`config.mk`:
```
export PLATFORM = sky130hd
export DESIGN_NAME = debug_tx_scheduler
export DESIGN_NICKNAME = d
export VERILOG_FILES = /design/src/rtl/debug_tx_scheduler.sv
export SDC_FILE = /design/constraint.sdc
export NUM_CORES = 1
export LEC_CHECK = 0
export ABC_CLOCK_PERIOD_IN_PS = 3500
export BUFFER_PORTS_ARGS = -buffer_cell sky130_fd_sc_hd__buf_4
export CAP_MARGIN = 20
export CORE_ASPECT_RATIO = 0.8
export CORE_MARGIN = 2
export CORE_UTILIZATION = 48
export CTS_CLUSTER_DIAMETER = 80
export DETAILED_ROUTE_END_ITERATION = 8
export GPL_TIMING_DRIVEN = 0
export PLACE_DENSITY = 0.78
export SLEW_MARGIN = 10
export SYNTH_ARGS = -nofsm -noshare
export SYNTH_HDL_FRONTEND = slang
export SYNTH_SLANG_ARGS = --single-unit
```
`constraint.sdc`:
```
create_clock -name clock -period 3.5 [get_ports clock]
set_clock_uncertainty 0.15 [all_clocks]
set_input_delay 0.525 -clock clock [delete_from_list [all_inputs] [get_ports clock]]
set_output_delay 0.525 -clock clock [all_outputs]
set_load 0.02 [all_outputs]
```
`src/rtl/debug_tx_scheduler.sv`:
```
// Round-robin scheduler that frames telemetry records onto the debug UART.
// Frame: sync, {src,len}, payload, running XOR checksum.
module debug_tx_scheduler #(
  parameter int         NUM_SRC     = 4,
  parameter int         MAX_LEN     = 8,
  parameter logic [7:0] SYNC_BYTE   = 8'hA5,
  parameter int         ACC_TIMEOUT = 16
) (
  input  logic                         clock,
  input  logic                         rst_n,
  input  logic                         enable,
  input  logic [NUM_SRC-1:0]           src_req,
  input  logic [NUM_SRC*4-1:0]         src_len,
  input  logic [NUM_SRC*MAX_LEN*8-1:0] src_data,
  output logic [NUM_SRC-1:0]           src_ack,
  output logic                         tx_send,
  output logic [7:0]                   tx_byte,
  input  logic                         tx_done,
  output logic                         busy,
  output logic [2:0]                   cur_src,
  output logic [15:0]                  frame_cnt
);

  localparam int TW = $clog2(ACC_TIMEOUT + 1);

  typedef enum logic [2:0] {
    S_IDLE,
    S_GRANT,
    S_LOAD,
    S_SEND,
    S_WAIT_ACC,
    S_WAIT_DONE,
    S_FINISH
  } state_t;

  state_t                   state;
  logic [2:0]               rr_ptr;
  logic [MAX_LEN*8-1:0]     data_q;
  logic [3:0]               len_q;
  logic [4:0]               idx;
  logic [7:0]               csum;
  logic [TW-1:0]            tmo;

  logic [2:0]               sel;
  logic                     found;
  int                       j;
  logic [3:0]               raw_len;
  logic [3:0]               clamp_len;
  logic [4:0]               last_idx;
  logic [4:0]               pidx;
  logic [7:0]               byte_nxt;

  // First requester at or after the round-robin pointer.
  always_comb begin
    sel   = '0;
    found = 1'b0;
    j     = 0;
    for (int i = 0; i < NUM_SRC; i++) begin
      j = int'(rr_ptr) + i;
      if (j >= NUM_SRC) j = j - NUM_SRC;
      if (!found && src_req[j]) begin
        found = 1'b1;
        sel   = 3'(j);
      end
    end
  end

  assign raw_len   = src_len[sel*4 +: 4];
  assign clamp_len = (raw_len > 4'(MAX_LEN)) ? 4'(MAX_LEN) : raw_len;
  assign last_idx  = {1'b0, len_q} + 5'd2;
  assign pidx      = idx - 5'd2;

  always_comb begin
    byte_nxt = '0;
    unique case (1'b1)
      idx == 5'd0:     byte_nxt = SYNC_BYTE;
      idx == 5'd1:     byte_nxt = {1'b0, cur_src, len_q};
      idx == last_idx: byte_nxt = csum;
      default:         byte_nxt = data_q[pidx*8 +: 8];
    endcase
  end

  always_ff @(posedge clock or negedge rst_n) begin
    if (!rst_n) begin
      state     <= S_IDLE;
      rr_ptr    <= '0;
      data_q    <= '0;
      len_q     <= '0;
      idx       <= '0;
      csum      <= '0;
      tmo       <= '0;
      src_ack   <= '0;
      tx_send   <= 1'b0;
      tx_byte   <= '0;
      busy      <= 1'b0;
      cur_src   <= '0;
      frame_cnt <= '0;
    end else begin
      src_ack <= '0;
      tx_send <= 1'b0;
      case (state)
        S_IDLE: begin
          if (enable && |src_req) state <= S_GRANT;
        end
        S_GRANT: begin
          if (found) begin
            data_q  <= src_data[sel*MAX_LEN*8 +: MAX_LEN*8];
            len_q   <= clamp_len;
            src_ack <= NUM_SRC'(1) << sel;
            cur_src <= sel;
            rr_ptr  <= (sel == 3'(NUM_SRC - 1)) ? 3'd0 : sel + 3'd1;
            busy    <= 1'b1;
            idx     <= '0;
            csum    <= '0;
            state   <= S_LOAD;
          end else begin
            state <= S_IDLE;
          end
        end
        S_LOAD: begin
          tx_byte <= byte_nxt;
          if (tx_done) state <= S_SEND;
        end
        S_SEND: begin
          tx_send <= 1'b1;
          tmo     <= '0;
          state   <= S_WAIT_ACC;
        end
        S_WAIT_ACC: begin
          if (!tx_done) state <= S_WAIT_DONE;
          else if (tmo == TW'(ACC_TIMEOUT - 1)) state <= S_LOAD;
          else tmo <= tmo + 1'b1;
        end
        S_WAIT_DONE: begin
          if (tx_done) begin
            // Header and payload feed the checksum; sync and csum do not.
            if (idx != 5'd0 && idx != last_idx) csum <= csum ^ tx_byte;
            idx <= idx + 5'd1;
            if (idx + 5'd1 == {1'b0, len_q} + 5'd3) state <= S_FINISH;
            else state <= S_LOAD;
          end
        end
        S_FINISH: begin
          frame_cnt <= frame_cnt + 16'd1;
          busy      <= 1'b0;
          state     <= S_IDLE;
        end
        default: state <= S_IDLE;
      endcase
    end
  end

endmodule

```
Word level (Yosys, flattened, before mapping)
Index checks and enable logic that the tools add are counted.
{"block": "word_totals", "ff_bits": 125, "wordCells": 132}
{"block": "op_classes", "shifts": 4, "n_reduce_logical": 21, "bitwise_logic": 1, "mux": 50, "n_addsub": 14, "magnitude_cmp": 9, "n_eq_ne": 20}
{"cell": "$shiftx 256x10->64", "count": 1}
{"cell": "$lt 32x4->1 const B", "count": 4}
{"cell": "$mux 32", "count": 4}
{"cell": "$shiftx 64x9->8", "count": 1}
{"cell": "$mux 3", "count": 11}
{"cell": "$mux 8", "count": 3}
{"cell": "$pmux 8 s3", "count": 1}
{"cell": "$mux 5", "count": 4}
{"cell": "$pmux 5 s2", "count": 2}
{"cell": "$pmux 3 s6", "count": 1}
{"cell": "$add 16x1->16 const B", "count": 1}
{"cell": "$pmux 8 s2", "count": 1}
{"cell": "$shiftx 16x6->4", "count": 1}
{"cell": "$sub 4x3->5 const B", "count": 3}
{"cell": "$mux 1", "count": 14}
{"cell": "$ne 2x2->1 const B", "count": 7}
{"cell": "$ge 4x3->1 const B", "count": 3}
{"cell": "$mux 4", "count": 3}
{"cell": "$add 4x2->5 const B", "count": 2}
{"cell": "$add 5x1->5 const B", "count": 2}
{"cell": "$eq 5x5->1", "count": 2}
{"cell": "$eq 3x2->1 const B", "count": 3}
{"cell": "$eq 3x3->1 const B", "count": 3}
{"cell": "$add 3x2->4 const B", "count": 2}
{"cell": "26 further kinds", "count": 40}

Longest topological paths before layout
{"block": "logic_depth", "depth_word": 18, "mapped_depth": 14, "depth_no_buf": 9}

Worst setup path after synthesis
Ideal clock, no wire load.
{"block": "synth_path", "path_type": "reg-to-reg", "from": "register rr_ptr[0]", "to": "register rr_ptr[2]", "setup_time_ns": 0.084, "required_ns": 3.266, "path_stages_with_launch": 15, "arrival_time_ns": 3.167, "slack_ns": 0.099, "synth_period_minus_slack_ns": 3.401, "cell_sequence": "dfrtp_1 -> buf_2 -> inv_1 -> clkbuf_1 -> clkbuf_1 -> ha_1 -> mux4_2 -> nor2b_1 -> o21a_1 -> or2_1 -> buf_2 -> clkbuf_1 -> ha_1 -> nand2b_1 -> a21boi_0"}
{"block": "synth_between", "elab_chain_cells": 17}
{"item": "from (decl)", "line": "37", "text": "logic [2:0] rr_ptr;"}
{"item": "from (signal assigned)", "line": "111", "text": "rr_ptr <= (sel == 3'(NUM_SRC - 1)) ? 3'd0 : sel + 3'd1;"}
{"item": "branches (longest 14 deep; another with $sub 4x3->5)"}
{"item": "$mux 3 *", "line": "61", "text": "if (!found && src_req[j]) begin"}
{"item": "via sel[0]", "line": "44", "text": "logic [2:0] sel;"}
{"item": "$add 3x1->3 / $eq 3x2->1 (equally long branches)", "line": "111"}
{"item": "$mux 3 *", "line": "111"}
Mark *: on every way through the listed nets, which the timed path passes. The select of a mux whose other input is x is not followed.
A chain may end at the register's enable or synchronous reset.

Final worst setup path
{"block": "layout_path", "from": "register rr_ptr[0]", "to": "register data_q[26]"}
{"block": "layout_between", "elab_chain_cells": 16}
{"item": "branches (longest 16 deep; another with $sub 4x3->5)"}
{"item": "to (signal assigned)", "line": "107", "text": "data_q <= src_data[sel*MAX_LEN*8 +: MAX_LEN*8];"}
{"item": "to (decl)", "line": "38", "text": "logic [MAX_LEN*8-1:0] data_q;"}
Several ways; the timed one is not identified. The select of a mux whose other input is x is not followed.

==> impl_metrics.csv <==
group,metric,value,unit
run_status,status,"completed",
floorplan,io_pins,313,
timing,finalSetupViolations,0,
timing,period_minus_slack,3.376,ns
placed_design,port_buffers,311,
setup_path,arrival,3.53,ns
power,clock_power_share,12.7,%
yosys,synth-seq-cells,125,
routing,ant_nets,0,
timing,worst_pin_slew,0.9272,ns
power,power_frac_seq,18.0,%
placed_design,placed_area,0.01334,mm^2
hold_path,holdCritPathClass,"in2reg",
floorplan,placementRows,48,
clock_network,cts_tree,"yes",
yosys,ys.flop_type,"dfrtp_1",
floorplan,fp.coreArea,0.02162,mm^2
routing,vias_per_cell,6.692,
timing,finalSetupTns,0,ns
setup_path,cp_max_fo,19,
floorplan,die_w,170.3,um
timing,maxSlewHeadroom,38.19,%
yosys,ys_warn_count,0,
routing,first_iter_violations,1829,
clock_network,cts_buffers,17,
final_layout,final_common_cell,"buf_4",
final_layout,diodes,0,
final_layout,final_util,66.71,%
power,p_sw_share,52.11,%
yosys,syn_inst,1291,
timing,post-route-period-util,96.47,%
setup_path,start_kind,"flip-flop",
power,p_comb_share,69.4,%
timing,hold_viol,0,
floorplan,die_h,137.0,um
final_layout,synthToLayoutAreaGrowth,35.87,%
clock_network,clk_latency,0.42,ns
power,power.density,967.8,mW/mm^2
timing,max_freq,296.2,MHz
power,p_int,6685,uW
timing,drv_slew,0,
routing,wl,44.89,mm
yosys,avgSynthCellArea,8.222,um^2
yosys,async_flop_share,100.0,%
clock_network,clk_pin_slew,0.06,ns
final_layout,drive_gt1_share,28.42,%
global_routing,grt_start_max_net_pins,68,
routing,vias,12840,
run,max_cap_viol_count,0,
clock_network,root_buffer,"clkbuf_16",
setup_path,end_kind,"flip-flop",
placed_design,place_hpwl,32.54,mm
clock_network,clock-sinks,125,
floorplan,start_util,49.10,%
routing,wl_per_cell,23.40,um
power,irDropWorstVdd,0.5545,mV
clock_network,cts_buffer_depth,2,
floorplan,dieArea,0.02333,mm^2
yosys,synth-edff-count,0,
global_routing,antenna_found_initial,1,
global_routing,grt_pass1_wl,67.83,mm
final_layout,finalInstanceArea,0.01442,mm^2
routing,drc,0,
timing,hold_ws,0.2391,ns
global_routing,grt_overflow_total,0,
yosys,synthesis.nets,1588,
placed_design,gp_congestion,0.9591,
final_layout,finalNetCount,1927,
setup_path,criticalPathCategory,"reg2reg",
global_routing,grt_pass1_vias,12220,
timing,fin_ws,0.1235,ns
yosys,synth_cell_types,61,
final_layout,final_cell_mix,"buf_4, o21ai_0, dfrtp_1",
yosys,syn_area,0.01062,mm^2
global_routing,grtUsageTotal,37.62,%
placed_design,dp_slack,-1.251,ns
power,leakage,0.006347,uW
power,power_switching,7273,uW
routing,dr.pass1.iters,9,
clock_network,h-tree-depth,4,
yosys,seq_area_frac_synth,29.47,%
setup_path,required,3.65,ns
timing,rsz0062_at_grt,"no",
[what timing repair did]
| item | CTS | global route |
|---|---|---|
| pin swaps | 1 | 0 |
| gates resized for setup | 101 | 21 |
| hold endpoints to repair | 66 | 0 |
| endpoints found under the setup margin | 91 | 84 |
| hold buffers | 1 | 0 |
| buffers inserted | 5 | 0 |
[through the flow]
step                      total power (uW)  instances
after floorplan                       8068       1291
after global placement               10790       1877
after detailed placement             10970       1879
after CTS                            13480       1917
after global routing                 14680       1918
final                                13960       1918
[synthesized netlist by cell type, drive strengths merged, types with 15 or more instances]
master | count | area [um^2]
a21oi | 15 | 75.07
a22oi | 65 | 488.0
buf | 25 | 143.9
clkbuf | 112 | 420.4
dfrtp | 125 | 3128
ha | 17 | 212.7
inv | 84 | 315.3
mux2i | 71 | 710.7
mux4 | 20 | 450.4
nand2 | 92 | 345.3
nor2 | 101 | 379.1
o211ai | 73 | 548.0
o21ai | 214 | 1075
o311ai | 65 | 569.3
o32ai | 66 | 578.1
xnor2 | 20 | 175.2
xor2 | 16 | 140.1
[path summary, 6_finish.rpt]
check | startpoint | to | slack, ns | cells after the start
max | rr_ptr[0] | data_q[26] | 0.12 | 13
min | src_data[89] | data_q[25] | 0.24 | 3
max reg2reg | rr_ptr[0] | data_q[26] | 0.12 | 13
min reg2reg | frame_cnt[15] | frame_cnt[15] | 0.32 | 1
max in group asynchronous | rst_n | data_q[60] | 1.94 | 3
min in group asynchronous | rst_n | tx_byte[7] | 0.53 | 2
[power by group through the flow]
| stage | Combinational [uW] | Sequential, uW | Clock (uW) |
|---|---|---|---|
| after CTS | 9220 | 2480 | 1770 |
| after detailed placement | 8470 | 2500 | 0 |
| final | 9680 | 2510 | 1770 |
| after global routing | 10300 | 2550 | 1830 |
| after global placement | 8300 | 2490 | 0 |
| after floorplan | 5650 | 2410 | 0 |
[registers in the layout, summed over array words and instances (netlist names)]
name,count
busy,1
csum,8
cur_src,3
data_q,64
frame_cnt,16
idx,5
len_q,4
rr_ptr,3
src_ack,4
state,3
tmo,5
tx_byte,8
tx_send,1
[metal layers]
layer	vias to the layer above	part of all wire, %	global-route usage [%]	routed length, um
met5	-	0.020	0	9
met4	2	4.4	15.05	1971
met3	151	12	9.977	5414
met2	971	44	57.75	19680
met1	6124	40	50.66	17810
li1	5587	-	-	-
[cells by family after synthesis]
family | Yosys count | share of synthesized area [%]
buffers and inverters | 221 | 8.286
AOI/OAI and AO/OA | 529 | 33.95
and+or+nand+nor | 260 | 11.00
adders and majority gates | 17 | 2.004
muxes | 102 | 12.11
xor gates and xnor gates | 37 | 3.194
DFF | 125 | 29.47
[cell type report]
cell class                 count  area (um^2)
tap                          275        344.1
fill                        1854         7198
clock buffer                  17        425.4
clock inverter                15        165.2
sequential                   125         3129
multi-input combinational    945         6974
inverter                      84        321.6
buffer                       136        621.8
timing repair buffer         321         2441
[worst max-delay path: stages, from the launching register on]
cell        delay, ns
dfrtp_2          0.42
buf_6            0.15
clkinvlp_4       0.08
buf_4            0.28
ha_4             0.26
mux4_2           0.30
nor2b_1          0.20
o21a_1           0.22
or2_1            0.20
buf_2            0.17
buf_6            0.18
buf_6            0.17
o32ai_2          0.33
o21ai_1          0.12
(Power assumes the default switching activity.)
